==> config.mk <==
export PLATFORM = sky130hd
export DESIGN_NAME = alu_op_sequencer
export DESIGN_NICKNAME = d
export VERILOG_FILES = /design/src/rtl/alu_op_sequencer.sv
export SDC_FILE = /design/constraint.sdc
export NUM_CORES = 1
export LEC_CHECK = 0
export BUFFER_PORTS_ARGS = -buffer_cell sky130_fd_sc_hd__buf_2
export CAP_MARGIN = 30
export CORE_ASPECT_RATIO = 1.75
export CORE_MARGIN = 2
export CORE_UTILIZATION = 50
export CTS_CLUSTER_DIAMETER = 50
export DETAILED_ROUTE_END_ITERATION = 12
export GPL_ROUTABILITY_DRIVEN = 0
export PLACE_DENSITY = 0.88
export SYNTH_ARGS = -nofsm -noshare
export SYNTH_HDL_FRONTEND = slang
export SYNTH_SLANG_ARGS = --single-unit
export TNS_END_PERCENT = 100
==> constraint.sdc <==
create_clock -name clk -period 2.1 [get_ports clk]
set_input_delay 0.105 -clock clk [delete_from_list [all_inputs] [get_ports clk]]
set_output_delay 0.105 -clock clk [all_outputs]
set_load 0.005 [all_outputs]
==> src/rtl/alu_op_sequencer.sv <==
// Purpose: single-clock front end for the board ALU: debounced opcode stepping and execute sequencing.
// Latency: button edge to press = DB_CYCLES+2 edges; press[2] to valid = ALU_LAT+2 edges.
// Backpressure: none; button presses arriving in LOAD/EXEC are dropped, not queued.
//
// Ports:
//   clk, rst                 system clock, synchronous active-high reset
//   button[2:0]              raw buttons: [0] mode-1, [1] mode+1, [2] execute
//   sw_a, sw_b               operand switch banks, latched into op_a/op_b in LOAD
//   alu_value, alu_cf/of/zf  combinational ALU result and flags, captured at end of EXEC
//   mode, op_a, op_b, en     drive the ALU
//   result, cf, of, zf       held copy of the last completed operation
//   valid                    result/flags belong to a completed operation
//   state                    IDLE=0, LOAD=1, EXEC=2, DONE=3
//   press[2:0]               one-cycle debounced rising-edge pulses
module alu_op_sequencer #(
  parameter int DB_CYCLES = 4,
  parameter int ALU_LAT   = 1
) (
  input  logic       clk,
  input  logic       rst,
  input  logic [2:0] button,
  input  logic [3:0] sw_a,
  input  logic [3:0] sw_b,
  input  logic [3:0] alu_value,
  input  logic       alu_cf,
  input  logic       alu_of,
  input  logic       alu_zf,
  output logic [2:0] mode,
  output logic [3:0] op_a,
  output logic [3:0] op_b,
  output logic       en,
  output logic [3:0] result,
  output logic       cf,
  output logic       of,
  output logic       zf,
  output logic       valid,
  output logic [1:0] state,
  output logic [2:0] press
);

  localparam int DBW = $clog2(DB_CYCLES + 1);
  localparam int LW  = (ALU_LAT > 1) ? $clog2(ALU_LAT) : 1;
  localparam logic [DBW-1:0] DB_LAST  = DBW'(DB_CYCLES - 1);
  localparam logic [LW-1:0]  LAT_LAST = LW'(ALU_LAT - 1);

  typedef enum logic [1:0] {
    S_IDLE = 2'd0,
    S_LOAD = 2'd1,
    S_EXEC = 2'd2,
    S_DONE = 2'd3
  } state_t;

  // Debounce path
  logic [2:0]          sync1_q, sync1_d;
  logic [2:0]          sync2_q, sync2_d;
  logic [2:0]          db_q, db_d;
  logic [2:0][DBW-1:0] db_cnt_q, db_cnt_d;
  logic [2:0]          press_q, press_d;

  // Control path
  state_t          state_q, state_d;
  logic [2:0]      mode_q, mode_d;
  logic [3:0]      op_a_q, op_a_d;
  logic [3:0]      op_b_q, op_b_d;
  logic [3:0]      result_q, result_d;
  logic            cf_q, cf_d;
  logic            of_q, of_d;
  logic            zf_q, zf_d;
  logic            valid_q, valid_d;
  logic            en_q, en_d;
  logic [LW-1:0]   exec_cnt_q, exec_cnt_d;

  logic mode_up, mode_dn;

  // Counter tracks consecutive synced samples that disagree with the
  // debounced level; the DB_CYCLES-th disagreeing sample flips the level.
  always_comb begin
    sync1_d  = button;
    sync2_d  = sync1_q;
    db_d     = db_q;
    db_cnt_d = db_cnt_q;
    press_d  = '0;
    for (int i = 0; i < 3; i++) begin
      if (sync2_q[i] == db_q[i]) begin
        db_cnt_d[i] = '0;
      end else if (db_cnt_q[i] == DB_LAST) begin
        db_d[i]     = sync2_q[i];
        db_cnt_d[i] = '0;
        press_d[i]  = sync2_q[i];   // only 0->1 flips pulse
      end else begin
        db_cnt_d[i] = db_cnt_q[i] + DBW'(1);
      end
    end
  end

  // Simultaneous up and down cancel out.
  assign mode_up = press_q[1] & ~press_q[0];
  assign mode_dn = press_q[0] & ~press_q[1];

  always_comb begin
    state_d    = state_q;
    mode_d     = mode_q;
    op_a_d     = op_a_q;
    op_b_d     = op_b_q;
    result_d   = result_q;
    cf_d       = cf_q;
    of_d       = of_q;
    zf_d       = zf_q;
    valid_d    = valid_q;
    exec_cnt_d = exec_cnt_q;
    case (state_q)
      S_IDLE, S_DONE: begin
        if (mode_up) begin
          mode_d = mode_q + 3'd1;
        end else if (mode_dn) begin
          mode_d = mode_q - 3'd1;
        end
        // Execute wins over the DONE->IDLE clear; a coincident mode step
        // still lands, so the new operation runs with the new mode.
        if (press_q[2]) begin
          state_d = S_LOAD;
          valid_d = 1'b0;
        end else if (mode_up || mode_dn) begin
          state_d = S_IDLE;
          valid_d = 1'b0;
        end
      end
      S_LOAD: begin
        op_a_d     = sw_a;
        op_b_d     = sw_b;
        exec_cnt_d = '0;
        state_d    = S_EXEC;
      end
      S_EXEC: begin
        if (exec_cnt_q == LAT_LAST) begin
          result_d = alu_value;
          cf_d     = alu_cf;
          of_d     = alu_of;
          zf_d     = alu_zf;
          valid_d  = 1'b1;
          state_d  = S_DONE;
        end else begin
          exec_cnt_d = exec_cnt_q + LW'(1);
        end
      end
      default: state_d = S_IDLE;
    endcase
    // Registered decode of the next state keeps en glitch-free and high
    // for exactly the EXEC cycles.
    en_d = (state_d == S_EXEC);
  end

  always_ff @(posedge clk) begin
    if (rst) begin
      sync1_q    <= '0;
      sync2_q    <= '0;
      db_q       <= '0;
      db_cnt_q   <= '0;
      press_q    <= '0;
      state_q    <= S_IDLE;
      mode_q     <= '0;
      op_a_q     <= '0;
      op_b_q     <= '0;
      result_q   <= '0;
      cf_q       <= 1'b0;
      of_q       <= 1'b0;
      zf_q       <= 1'b0;
      valid_q    <= 1'b0;
      en_q       <= 1'b0;
      exec_cnt_q <= '0;
    end else begin
      sync1_q    <= sync1_d;
      sync2_q    <= sync2_d;
      db_q       <= db_d;
      db_cnt_q   <= db_cnt_d;
      press_q    <= press_d;
      state_q    <= state_d;
      mode_q     <= mode_d;
      op_a_q     <= op_a_d;
      op_b_q     <= op_b_d;
      result_q   <= result_d;
      cf_q       <= cf_d;
      of_q       <= of_d;
      zf_q       <= zf_d;
      valid_q    <= valid_d;
      en_q       <= en_d;
      exec_cnt_q <= exec_cnt_d;
    end
  end

  assign mode   = mode_q;
  assign op_a   = op_a_q;
  assign op_b   = op_b_q;
  assign en     = en_q;
  assign result = result_q;
  assign cf     = cf_q;
  assign of     = of_q;
  assign zf     = zf_q;
  assign valid  = valid_q;
  assign state  = state_q;
  assign press  = press_q;

endmodule

Word level (Yosys, flattened, before mapping)
Cells that the tools add are included.
Widths: inputs -> output; s select.
{"block": "word_totals", "ff_bits": 44, "latch_bits": 0, "ramBits": 0, "rom_bits": 0, "output_inout_bits": 25, "memories": 0}
{"block": "classes", "addsub": 6, "n_mul": 0, "div": 0, "magnitude_cmp": 0, "n_eq_ne": 12, "n_shift": 0, "mux": 12, "n_bitwise": 11, "reduce_logical": 18}
{"cell": "$reduce_or 3->1", "count": 6}
{"cell": "$add 3x1->3 const B", "count": 4}
{"cell": "$reduce_and 2->1", "count": 5}
{"cell": "$eq 3x2->1 const B", "count": 3}
{"cell": "$not 1->1", "count": 9}
{"cell": "$eq 2x2->1 const B", "count": 3}
{"cell": "$mux 2", "count": 3}
{"cell": "$mux 3", "count": 2}
{"cell": "$pmux 2 s3", "count": 1}
{"cell": "$reduce_bool 2->1", "count": 3}
{"cell": "$mux 1", "count": 4}
{"cell": "$pmux 1 s2", "count": 2}
{"cell": "$eq 1x1->1", "count": 3}
{"cell": "$ne 3x3->1 const B", "count": 1}
{"cell": "$reduce_and 3->1", "count": 1}
{"cell": "$sub 3x1->3 const B", "count": 1}
{"cell": "$and 1x1->1", "count": 2}
{"cell": "$eq 2x1->1 const B", "count": 1}
{"cell": "$logic_not 2->1", "count": 1}
{"cell": "$ne 2x2->1 const B", "count": 1}
{"cell": "$reduce_or 2->1", "count": 1}
{"cell": "$add 1x1->1 const B", "count": 1}
{"cell": "$logic_or 1x1->1", "count": 1}

Longest topological paths before layout
Gate-level depths: netlist (run 1).
{"block": "logic_depth", "depth_word": 7, "mapped_depth": 7, "mapped_depth_nobuf": 7}

Least setup slack after synthesis (run 1)
Ideal clock, no wire load.
{"block": "synth_path", "kind": "register to register", "start": "reg press_q[0], in the netlist press[0]", "end": "reg mode_q[2], in the netlist mode[2]", "setup_time_ns": 0.116, "arrival_ns": 1.383, "t_required_ns": 1.984, "path_slack_ns": 0.600, "stages_incl_launch_ff": 8, "path_cell_list": "dfxtp_1 -> inv_1 -> ha_1 -> inv_1 -> fa_1 -> xnor2_1 -> a21oi_1 -> a31o_2"}
{"block": "synth_between", "elab_chain_len": 4, "elab_cells_between_ends": 6}
{"element": "start: declaration", "line": "58", "text": "logic [2:0] press_q, press_d;"}
{"element": "start signal: assignment", "line": "176", "text": "press_q <= press_d;"}
{"element": "$not 1->1", "line": "97", "text": "assign mode_up = press_q[1] & ~press_q[0];"}
{"element": "$and 1x1->1", "line": "97"}
{"element": "$reduce_bool 2->1 (no line)"}
{"element": "$reduce_and 2->1 (no line)"}
{"element": "end signal: assignment", "line": "178", "text": "mode_q <= mode_d;"}
{"element": "end: declaration", "line": "62", "text": "logic [2:0] mode_q, mode_d;"}
Several ways; a longest one is shown, not always the timed one.
A chain may end at the register's enable or synchronous reset.

Worst setup path in the final report (run 1)
Ends and elaborated chain as after synthesis.

==> qor.csv, run 1 <==
stage,metric,value,unit
cts,H-tree levels,2,
sta,unrepaired setup endpoints after global routing,no,
sta,Max-slew headroom,0.5918,
sta,Setup Skew,0.008025,ns
grt,routing usage on met1,0.1578,
synth,syn_area_per_cell,10.86,um^2
worst_setup_path,"Arr. time, crit path",1.74,ns
placed_design,Placed Area,0.001886,mm^2
floorplanning,Core Rows,27,
floorplanning,# IOs,45,
cts,CTS Hold Bufs,0,
synth,Netlist cell types,22,
routing,via count,1128,
worst_setup_path,"Largest delay share family, worst path",adder cells,
grt,vias in the first global route,1085,
routing,DRC errors left,0,
pwr,PwrDens,959.1,mW/mm^2
cts,Post-CTS Repair Setup Buffers,0,
cells_and_area,diode count,0,
cells_and_area,Finished Core Util,0.6280,
placed_design,hpwl dp,1957,um
worst_setup_path,Startpoint Class,register,
floorplanning,initial core utilization,0.5221,
cells_and_area,Filler Cell Count,286,
grt,met2 Use GR,0.2946,
status,status,"finished, final reports clean",
cts,clock sink count,43,
floorplanning,core area,0.003142,mm^2
pwr,Worst IR Drop VDD,0.6668,mV
synth,"flops & latches, synth",43,
cells_and_area,share of layout cells above drive strength 1,0.3418,
cts,TritonCTS Buffers,5,
synth,register area share after synthesis,0.5248,
cells_and_area,nets,227,
cts,"Clk pin slew, worst setup/hold paths",0.07,ns
synth,cell count after synthesis,151,
grt,GR peak layer,met2,
synth,Yosys top cell by area,dfxtp_1,
sta,highest clock rate,642.7,MHz
cells_and_area,Finished Cell Area,0.001973,mm^2
worst_setup_path,Crit Path Category,reg -> reg,
cts,CTS root buffer,clkbuf_8,
synth,list of most frequent post-synthesis cells,"dfxtp_1, nor2_1, mux2i_1",
grt,grt ovf,0,
grt,first-pass GRT wire length,4450,um
worst_setup_path,CP Buf/Inv Count,2,
synth,top-count cell post-synth,dfxtp_1,
cts,CTS tree,done,
sta,Setup-failing EPs final,0,
sta,TNS Setup,0,ns
worst_setup_path,CP max stage delay,0.37,ns
sta,worst-margin pin slew,0.6124,ns
synth,post-synth top area share,0.5248,
grt,Tot GR Track Use,0.1661,
cts,clk_lat worst skew,0.29,ns
routing,initial drt markers,25,
worst_setup_path,most frequent CP cell,inv_1,
placed_design,PortBufs,44,
worst_setup_path,critical path required time,2.29,ns
grt,GR Layer Usage met3,0.06561,
floorplanning,die area,0.003773,mm^2
worst_setup_path,"critical path fanouts, max",2,
worst_setup_path,type of element capturing the critical path,register,
routing,post-route ant nets,0,
synth,synth top area cells,"dfxtp_1, mux2i_1, ha_1, nor2_1, nor2_2",
floorplanning,Die Ht,79.77,um
synth,Netlist Area Pre-Place,0.001640,mm^2
sta,final hold viol count,0,
worst_hold_path,hold crit path type,in -> reg,
grt,initial antenna violation count,0,
sta,Final Max Slew Viols,0,
cells_and_area,area grow syn2layout,20.29,%
routing,DRT Pass-1 Iters,2,
routing,DR vias/cell,4.720,
worst_setup_path,CP max-delay cell,fa_1,
cts,post-CTS sizing,0,
synth,Syn Nets,182,
synth,synth warn,0,
synth,Post-synth EDFFs,0,
routing,final WL,2653,um
sta,fin crit share,0.7409,
floorplanning,die width,47.30,um
synth,Synth Flop Type,dfxtp_1,
cts,CTS max path bufs,2,
pwr,leakage power,0.8715,nW
synth,"FFs w/ async S/R, synth",0,
worst_setup_path,"critical path, cell by cell",inv_1 -> ha_1 -> inv_1 -> fa_1 -> xnor2_1 -> a21oi_1 -> a31o_2,
routing,drt wl/cell,11.10,um
sta,post-layout min period,1.556,ns
grt,largest net degree at the start of global routing,39,
flow_run,maxcap violations,0,
stage by stage:
| step | hold slack, ns | setup slack, ns | power [mW] | instances |
|---|---|---|---|---|
| 2_1_floorplan | 0.2332 | 0.6004 | 1.262 | 151 |
| 3_3_place_gp | 0.3133 | 0.5905 | 1.387 | 232 |
| 3_5_place_dp | 0.3298 | 0.5511 | 1.401 | 232 |
| 4_1_cts | 0.01614 | 0.5364 | 1.918 | 239 |
| 5_1_grt | 0.04979 | 0.3915 | 2.012 | 239 |
| 6_report | 0.03048 | 0.5441 | 1.892 | 239 |
sequential cells by signal, indices dropped and copies added, names as in the netlist:
| register | flops |
|---|---|
| db_cnt_q | 9 |
| cf | 1 |
| sync1_q | 3 |
| of | 1 |
| result | 4 |
| en | 1 |
| op_a | 4 |
| press | 3 |
| sync2_q | 3 |
| db_q | 3 |
| zf | 1 |
| mode | 3 |
| op_b | 4 |
| state | 2 |
| valid | 1 |
worst reg2reg max path, delay by kind of cell, from the launching register on:
family          cells  cell delay (ns)
compound gates      2             0.30
fa+ha+maj           2             0.54
flops               1             0.31
buf+inv             2             0.12
xor+xnor            1             0.19
cells in the final DEF (no fill, tap or decap), drive strengths merged:
master   n
nor2    31
nor3b    1
a31o     1
or3      3
ha      10
a21oi    4
nor2b    8
dfxtp   43
nand2b   1
and2b    1
xnor2    5
clkbuf   6
inv     10
nand2    1
clkinv   1
buf     44
a211oi   1
nor3     1
nand3b   1
fa       1
mux2i   19
and4bb   3
final timing paths:
check	from	to	slack, ns	depth (start not counted)
worst max-delay path	press[0]	mode[2]	0.54	7
worst min-delay path	button[2]	sync1_q[2]	0.03	2
worst max register to register	press[0]	mode[2]	0.54	7
worst min register to register	db_cnt_q[0]	db_cnt_q[0]	0.43	1
per-layer routing:
layer	share of wire	vias up
met2	0.55	23
met1	0.38	524
li1	-	576
met4	0.017	0
met5	0	-
met3	0.048	5
report_power, final:
group	internal [mW]	switching, mW	leakage (nW)	total (mW)
clock network	0.258	0.252	0.0470	0.510
logic	0.216	0.214	0.475	0.430
registers	0.903	0.0497	0.350	0.953
total	1.38	0.516	0.871	1.89
logic make-up after synthesis:
family                   count (synthesis)  share of synthesized area
AO/OA/AOI/OAI                            6                    0.02212
XOR/XNOR                                 5                    0.02670
adder cells (fa/ha/maj)                 11                    0.08848
buffers and inverters                   16                    0.04042
flip-flops                              43                     0.5248
multiplexers                            19                     0.1159
AND/OR/NAND/NOR                         51                     0.1815
final cells by class:
class | instances | area (um^2) | share of cell area
clock inverter | 1 | 5.005 | 0.002536
tap | 43 | 53.80 | 0.02727
sequential | 43 | 860.8 | 0.4363
timing repair buffer | 44 | 220.2 | 0.1116
inverter | 10 | 37.54 | 0.01902
multi-input combinational | 92 | 713.2 | 0.3614
clock buffer | 6 | 82.58 | 0.04185
(Power assumes the default switching activity.)
==> inputs of run 2 (changes only) <==
Settings changed: ABC_AREA from default to 1.
Clock period 2.1 ns to 1.6 ns, I/O delays scaled along.
==> run 2 against run 1 <==
Effect of this change:
- sequential power rose by 28%
- utilization up 1.4 points
- hold slack lost 0.020 ns
- fmax up 8.0%
- largest power group unchanged
==> qor.csv, run 2 <==
stage,metric,value,unit
synth,"flops & latches, synth",43,
sta,hold slack,0.01040,ns
sta,fin crit share,0.9006,
cts,Post-CTS Repair Setup Buffers,0,
placed_design,Placed Area,0.001863,mm^2
worst_setup_path,CP Buf/Inv Count,3,
synth,Synth Flop Type,dfxtp_1,
cells_and_area,area grow syn2layout,23.15,%
cells_and_area,diode count,0,
worst_setup_path,"Largest delay share family, worst path",adder cells,
worst_hold_path,hold crit path type,in -> reg,
grt,first-pass GRT wire length,4781,um
grt,Tot GR Track Use,0.1785,
routing,post-route ant nets,0,
pwr,PwrDens,1174,mW/mm^2
worst_setup_path,cell depth of the worst flop-to-flop path,10,
worst_setup_path,FF-to-FF End,mode[2],
floorplanning,initial core utilization,0.5217,
synth,synth warn,0,
synth,synth top area cells,"dfxtp_1, nor2_1, ha_1, o21ai_1, inv_1",
synth,top-count cell post-synth,nor2_1,
flow_run,maxcap violations,0,
cells_and_area,Post-Layout Cell Count,284,
pwr,Pwr Total,2.345,mW
cts,CTS root buffer,clkbuf_8,
routing,via count,1346,
worst_setup_path,"critical path fanouts, max",2,
synth,"FFs w/ async S/R, synth",0,
pwr,leakage power,0.9532,nW
pwr,Worst IR Drop VDD,0.7334,mV
synth,syn_area_per_cell,8.535,um^2
cells_and_area,Finished Core Util,0.6425,
floorplanning,die width,47.05,um
synth,Yosys top cell by area,dfxtp_1,
sta,final hold viol count,0,
sta,Final Max Slew Viols,0,
cells_and_area,Largest register FFs,9,
worst_setup_path,reg2reg setup slack,0.16,ns
grt,grt ovf,0,
grt,largest net degree at the start of global routing,21,
routing,final WL,2913,um
sta,worst-margin pin slew,0.3841,ns
worst_setup_path,Crit Path Category,reg -> reg,
worst_setup_path,CP max-delay cell,fa_1,
cells_and_area,share of layout cells above drive strength 1,0.2656,
synth,Post-synth EDFFs,0,
worst_hold_path,Worst Min Path Start,sw_b[2],
synth,register area share after synthesis,0.5309,
synth,cell count after synthesis,190,
cts,"Clk pin slew, worst setup/hold paths",0.08,ns
cts,clk_lat worst skew,0.29,ns
worst_setup_path,"Arr. time, crit path",1.63,ns
worst_setup_path,"critical path, cell by cell",inv_1 -> ha_1 -> inv_1 -> fa_1 -> inv_1 -> nand2_1 -> nand3_2 -> nand2_1 -> nand2_1 -> nor2_1,
sta,Max-slew headroom,0.7439,
routing,DR vias/cell,4.739,
grt,vias in the first global route,1279,
cts,H-tree levels,2,
placed_design,hpwl dp,2195,um
sta,post-layout min period,1.441,ns
cells_and_area,Finished Cell Area,0.001997,mm^2
worst_hold_path,hold depth,3,
cts,post-CTS sizing,0,
floorplanning,Die Ht,79.34,um
worst_setup_path,CP max stage delay,0.38,ns
sta,unrepaired setup endpoints after global routing,no,
floorplanning,die area,0.003733,mm^2
placed_design,PortBufs,44,
sta,Setup Skew,0.005154,ns
floorplanning,# IOs,45,
cts,TritonCTS Buffers,5,
sta,highest clock rate,694.0,MHz
worst_setup_path,Critical R2R Launch,press[0],
cts,CTS max path bufs,2,
sta,Setup-failing EPs final,0,
synth,Netlist cell types,19,
placed_design,pre-CTS WS,0.1679,ns
worst_setup_path,Startpoint Class,register,
status,status,"finished, final reports clean",
cells_and_area,nets,271,
cells_and_area,Filler Cell Count,274,
sta,TNS Setup,0,ns
cells_and_area,most frequent cells in the layout,"nor2_1, buf_2, dfxtp_1",
routing,DRC errors left,0,
synth,Syn Nets,221,
worst_hold_path,Min-Delay Endpoint,op_b[2],
worst_setup_path,critical path required time,1.79,ns
routing,drt wl/cell,10.26,um
worst_setup_path,type of element capturing the critical path,register,
sta,Worst Slack Setup Final,0.1591,ns
cts,clock sink count,43,
synth,Netlist Area Pre-Place,0.001622,mm^2
floorplanning,core area,0.003108,mm^2
cells_and_area,Reg with most FFs,db_cnt_q,
synth,post-synth top area share,0.5309,
placed_design,dpl cells,273,
cells_and_area,"most common cell after layout, fill and taps aside",nor2_1,
synth,list of most frequent post-synthesis cells,"nor2_1, dfxtp_1, inv_1",
grt,initial antenna violation count,0,
routing,initial drt markers,17,
cts,CTS tree,done,
routing,DRT Pass-1 Iters,4,
cts,CTS Hold Bufs,3,
floorplanning,Core Rows,27,
[run 2: cell count changes in the layout (fill, tap and decap cells not counted), sizes merged, moves of 5 or more]
| cell | delta |
|---|---|
| inv | +18 |
| mux2i | -19 |
| nand2 | +13 |
| nor2 | +23 |
| nor2b | -8 |
| o21ai | +19 |
| xnor2 | -5 |
[run 2: routing by layer]
metal	wire, um	vias to the layer above	GRT usage
met2	1587	45	0.3397
met5	0	-	0
met1	1076	597	0.1381
met3	149	11	0.05227
li1	-	693	-
met4	99	0	0.1111
[run 2: worst max path at each step]
stage | slack, ns | start | to | cells after the start
2_1_floorplan | 0.28 | press[0] | mode[2] | 10
3_3_place_gp | 0.27 | press[0] | mode[2] | 10
3_5_place_dp | 0.17 | press[0] | mode[2] | 10
4_1_cts | 0.16 | press[0] | mode[2] | 10
5_1_grt | 0.05 | press[0] | mode[2] | 10
6_report | 0.16 | press[0] | mode[2] | 10
[run 2: report_power, final]
group          internal, mW  leakage (nW)  switching, mW  total [mW]
clock network         0.392        0.0505          0.345       0.737
logic                 0.161         0.553          0.223       0.384
registers              1.17         0.349         0.0532        1.22
total                  1.72         0.953          0.621        2.34
[run 2: layout make-up]
class                           instances  area [um^2]  area share
Inverter                               28        105.1     0.05263
Clock inverter                          1        7.507    0.003759
Tap cell                               43        53.80     0.02694
Clock buffer                            7        96.34     0.04825
Sequential cell                        43        860.8      0.4311
Multi-Input combinational cell        115        623.1      0.3120
Timing Repair Buffer                   47        250.2      0.1253
[run 2: cell families after synthesis]
| family | after synthesis | synth area share |
|---|---|---|
| AOI/OAI and AO/OA | 33 | 0.1181 |
| xor gates and xnor gates | 1 | 0.005402 |
| adders and majority gates | 11 | 0.08951 |
| buffers and inverters | 32 | 0.08488 |
| DFF | 43 | 0.5309 |
| and+or+nand+nor | 70 | 0.1713 |
[run 2: tightest hold or removal path: cells and delay by family]
family,cells,cell delay [ns]
buffers and inverters,1,0.07
and+or+nand+nor,2,0.11
